===== src/rtl/uop_sequencer.sv =====
// Micro-op sequencer: buffers one decoded instruction (up to three micro-ops)
// and issues its steps to the execute stage, final step (uop_0) last.
module uop_sequencer (
    input  logic        clk,
    input  logic        a_rst,
    input  logic        hold,
    input  logic        flush,
    input  logic        feed_ack,
    input  logic [19:0] uop_0,
    input  logic [19:0] uop_1,
    input  logic [19:0] uop_2,
    input  logic [1:0]  uop_count,
    input  logic        exec_ready,
    output logic        feed_req,
    output logic [19:0] uop,
    output logic        uop_valid,
    output logic        uop_last,
    output logic        mem_rd,
    output logic        mem_wr,
    output logic        wr_flags,
    output logic        retired
);

    // Handshakes: an instruction transfers when feed_req & feed_ack; a micro-op
    // transfers when uop_valid & exec_ready (both suppressed by hold/flush).
    logic [19:0] buf0_q, buf1_q, buf2_q;
    logic [19:0] buf0_d, buf1_d, buf2_d;
    logic [1:0]  rem_q, rem_d;
    logic        fire;
    logic        capture;

    always_comb begin
        uop_valid = (rem_q != 2'd0);
        uop_last  = (rem_q == 2'd1);
        case (rem_q)
            2'd3:    uop = buf2_q;
            2'd2:    uop = buf1_q;
            2'd1:    uop = buf0_q;
            default: uop = 20'h0;
        endcase
        mem_rd   = uop_valid & uop[14];
        mem_wr   = uop_valid & uop[13];
        wr_flags = uop_valid & uop[12];

        fire     = uop_valid & exec_ready & ~hold & ~flush;
        retired  = fire & uop_last;
        // Accepting at rem=1 with exec_ready lets the next instruction follow with no bubble.
        feed_req = ~hold & ~flush & ((rem_q == 2'd0) | ((rem_q == 2'd1) & exec_ready));
        capture  = feed_req & feed_ack;
    end

    always_comb begin
        buf0_d = buf0_q;
        buf1_d = buf1_q;
        buf2_d = buf2_q;
        rem_d  = rem_q;
        if (!hold) begin
            if (flush) begin
                rem_d = 2'd0;
            end else if (capture) begin
                buf0_d = uop_0;
                buf1_d = uop_1;
                buf2_d = uop_2;
                case (uop_count)
                    2'd0:    rem_d = 2'd1;
                    2'd1:    rem_d = 2'd2;
                    default: rem_d = 2'd3;
                endcase
            end else if (fire) begin
                rem_d = rem_q - 2'd1;
            end
        end
    end

    always_ff @(posedge clk) begin
        if (!a_rst) begin
            buf0_q <= 20'h0;
            buf1_q <= 20'h0;
            buf2_q <= 20'h0;
            rem_q  <= 2'd0;
        end else begin
            buf0_q <= buf0_d;
            buf1_q <= buf1_d;
            buf2_q <= buf2_d;
            rem_q  <= rem_d;
        end
    end

endmodule


===== config.mk =====
export PLATFORM = sky130hd
export DESIGN_NAME = uop_sequencer
export DESIGN_NICKNAME = d
export VERILOG_FILES = /design/src/rtl/uop_sequencer.sv
export SDC_FILE = /design/constraint.sdc
export NUM_CORES = 1
export LEC_CHECK = 0
export CORE_ASPECT_RATIO = 0.9
export CORE_MARGIN = 1
export CORE_UTILIZATION = 39
export CTS_BUF_LIST = sky130_fd_sc_hd__clkbuf_16
export CTS_CLUSTER_DIAMETER = 40
export CTS_CLUSTER_SIZE = 10
export DETAILED_ROUTE_END_ITERATION = 7
export DONT_BUFFER_PORTS = 1
export GPL_ROUTABILITY_DRIVEN = 1
export GPL_TIMING_DRIVEN = 0
export PLACE_DENSITY = 0.63
export SYNTH_ARGS = -nofsm -noshare
export SYNTH_HDL_FRONTEND = slang
export SYNTH_SLANG_ARGS = --single-unit

===== constraint.sdc =====
create_clock -name clk -period 2.4 [get_ports clk]
set_clock_uncertainty 0.2 [all_clocks]
set_input_delay 0.72 -clock clk [delete_from_list [all_inputs] [get_ports clk]]
set_output_delay 0.72 -clock clk [all_outputs]
set_load 0.1 [all_outputs]

==> metrics <==
status=complete, but fails checks; violated checks=negative setup slack; Crit-path slowest cell=nor2_4; Synth Register Bits=between 60 and 70; Synth top area share=0.450; crit path time final=approximately 3 ns; RD Place Congestion=0.792; Syn Area/Cell=~8 sq um; fillcell total=~640; NumNets Final=430; initial antenna violation count=0; Max Root-Sink Buffers=2; YS warnings=0; Synth area leader=dfxtp_1; Crit path required time=approximately 1.5 ns; full die area=approximately 0.0074 sq mm; unrepaired setup endpoints after global routing=true; most common cell after layout, fill and taps aside=nand2_1; maxcap violations=0; most frequent cells in the layout=nand2_1 (122), a21boi_1 (60), dfxtp_1 (60); reg2reg path depth=5; total number of vias=about 2500; Worst-Margin Slew=between 0.9 and 1 ns; Post-Syn Instances=roughly 340; total power after layout=0.00249 W; CTS Root Cell=clkbuf_16; LEAKAGE=about 1.2 nW; worst-path fanout max=6; Starting Density=0.412; Cell Chain, Critical Path=ha_4 -> clkbuf_16 -> a222oi_1 -> buf_4 -> nor2_4; Startpoint Class=flop; setup TNS=-12.71 ns; fin worst setup slack=-0.580 ns; Top Metal Used=met4; # DRC=0; layout cells sized above 1=0.218; Slew Viols, Final=0; clock sink count=62; Std-Cell Rows=28; mapped cell area=between 0.002 and 0.003 sq mm; dpl hpwl=between 5000 and 6000 um; WS Path Type=reg2out; core footprint=between 0.006 and 0.007 sq mm; Hold Fails Final Rpt=0; pwr dens=just over 700 mW/mm^2; Hold Path Class=reg2reg; reg2reg start=rem_q[0]; Met3 Wirelength=690 um; CTS Buf Count=9; Post-DRT Antenna Nets=0; Port Buffers=0; clk_lat worst skew=0.31 ns; critical path data arrival time=approximately 2.1 ns; diodes inserted=0; largest net degree at the start of global routing=11; H-tree levels=3; final wirelength=8030 um; DRT iter0 DRCs=about 160; via density per instance=approximately 5.5; worst rel slew slack=0.345; Chip Height=81.8 um; Routed met2 length=3680 um; Worst Setup SP=rem_q[0]; area delta synth->final=27.7%; routed length per instance=between 15 and 20 um; R2R Path End=rem_q[1]; CTS tree=yes; vias in the first global route=2382; r2r setup slk=0.27 ns; Die Wd=slightly above 90 um; grt ovf=0; met1 WL=~3600 um; ranking of synthesized cells by area=dfxtp_1 (45%), nand2_1 (17%), a21boi_1 (16%); Tcrit/Tclk final=1.24; syn nets=roughly 410; first-pass GRT wire length=12600 um; Area after DPL=about 0.0031 sq mm; All-Layer GR Usage=0.227; num ports=95; fmax=between 300 and 400 MHz; Detailed Routing Iterations Pass 1=7; Worst Setup End Kind=output pin; CP peak stage delay=between 0.4 and 0.5 ns; final instance area=around 0.0035 sq mm; IR drop worst, VDD=roughly 0.00034 V; final setup fails=26; clk slew on worst S/H paths=~0.050 ns; Yosys cell types=22; Hold Worst Slack=roughly 0.26 ns; Finished Core Util=0.526; crit path capture=uop[13]; sequential share of the synthesized area=0.450
-- area by class of cell --
type,count,area [sq um],area share
plain buffers,28,226,0.0643
clock buffers,9,225,0.0639
clock inverters,7,32.5,0.00924
inverters,3,15.0,0.00426
multi-input cells,244,1580,0.448
flip-flops and latches,62,1250,0.354
well taps,90,113,0.0320
repair buffers,10,87.6,0.0249
-- synth_stat cells --
cell type / number
nand3b_4: 1
buf_2: 7
ha_1: 4
dfxtp_1: 62
and3_1: 1
mux2_1: 1
nor3_1: 1
and3b_1: 1
a32o_1: 2
buf_4: 7
or3_1: 1
inv_1: 3
nand3_1: 1
a21oi_2: 1
nor2_2: 1
nor2_1: 25
o21a_1: 1
a222oi_1: 20
clkbuf_1: 14
nand2_1: 122
nand3b_1: 1
a21boi_1: 60
-- where the power goes --
part	switching [W]	internal, W	total (W)	leakage [nW]
combinational	0.000176	0.000106	0.000282	0.538
sequential	0.0000238	0.00107	0.00109	0.504
clock	0.000438	0.000679	0.00112	0.129
total	0.000638	0.00185	0.00249	1.17
-- worst min path at each step --
stage | from | to | slack [ns] | cells after the start
3_5_place_dp | buf2_q[5] | buf2_q[5] | 0.25 | 2
3_3_place_gp | buf2_q[6] | buf2_q[6] | 0.24 | 2
6_report | buf2_q[5] | buf2_q[5] | 0.26 | 2
2_1_floorplan | buf1_q[0] | buf1_q[0] | 0.23 | 2
4_1_cts | buf2_q[6] | buf2_q[6] | 0.25 | 2
5_1_grt | buf2_q[6] | buf2_q[6] | 0.27 | 2
-- metrics by stage --
| step | setup slack (ns) | instances |
|---|---|---|
| final | -0.580 | 453 |
| after global routing | -0.634 | 453 |
| after CTS | -0.597 | 452 |
| after detailed placement | -0.514 | 427 |
| after global placement | -0.506 | 427 |
| after floorplan | -0.292 | 337 |
-- sequential cells by signal, indices dropped and copies added (netlist names) --
signal  flops
buf0_q     20
buf1_q     20
buf2_q     20
rem_q       2
-- metal layers --
metal / global-route usage / up-vias
met3: 0.0694 / 4
met1: 0.302 / 1200
met4: 0.0694 / 0
met2: 0.354 / 104
li1: - / 1198
met5: 0 / -
-- timing repair --
item | 4_1_cts | 5_1_grt
setup endpoints to repair | 26 | 26
gates cloned | 2 | 0
gates resized for setup | 14 | 6
pin swaps | 25 | 4
hold buffers | 0 | 0
setup buffers | 7 | 1
-- kinds of logic after synthesis --
kind of cell	share of synthesized area
buf+inv	0.0549
mux	0.00408
fa+ha+maj	0.0181
compound gates	0.249
simple gates	0.224
flops	0.450
-- critical path: cells and delay by family, from the launching register on --
kind / cells / cell delay, ns
buffers and inverters: 2 / 0.39
DFF: 1 / 0.37
AOI/OAI and AO/OA: 1 / 0.08
adders and majority gates: 1 / 0.41
and+or+nand+nor: 1 / 0.48
Note: power is estimated with default switching activity, not from simulation.
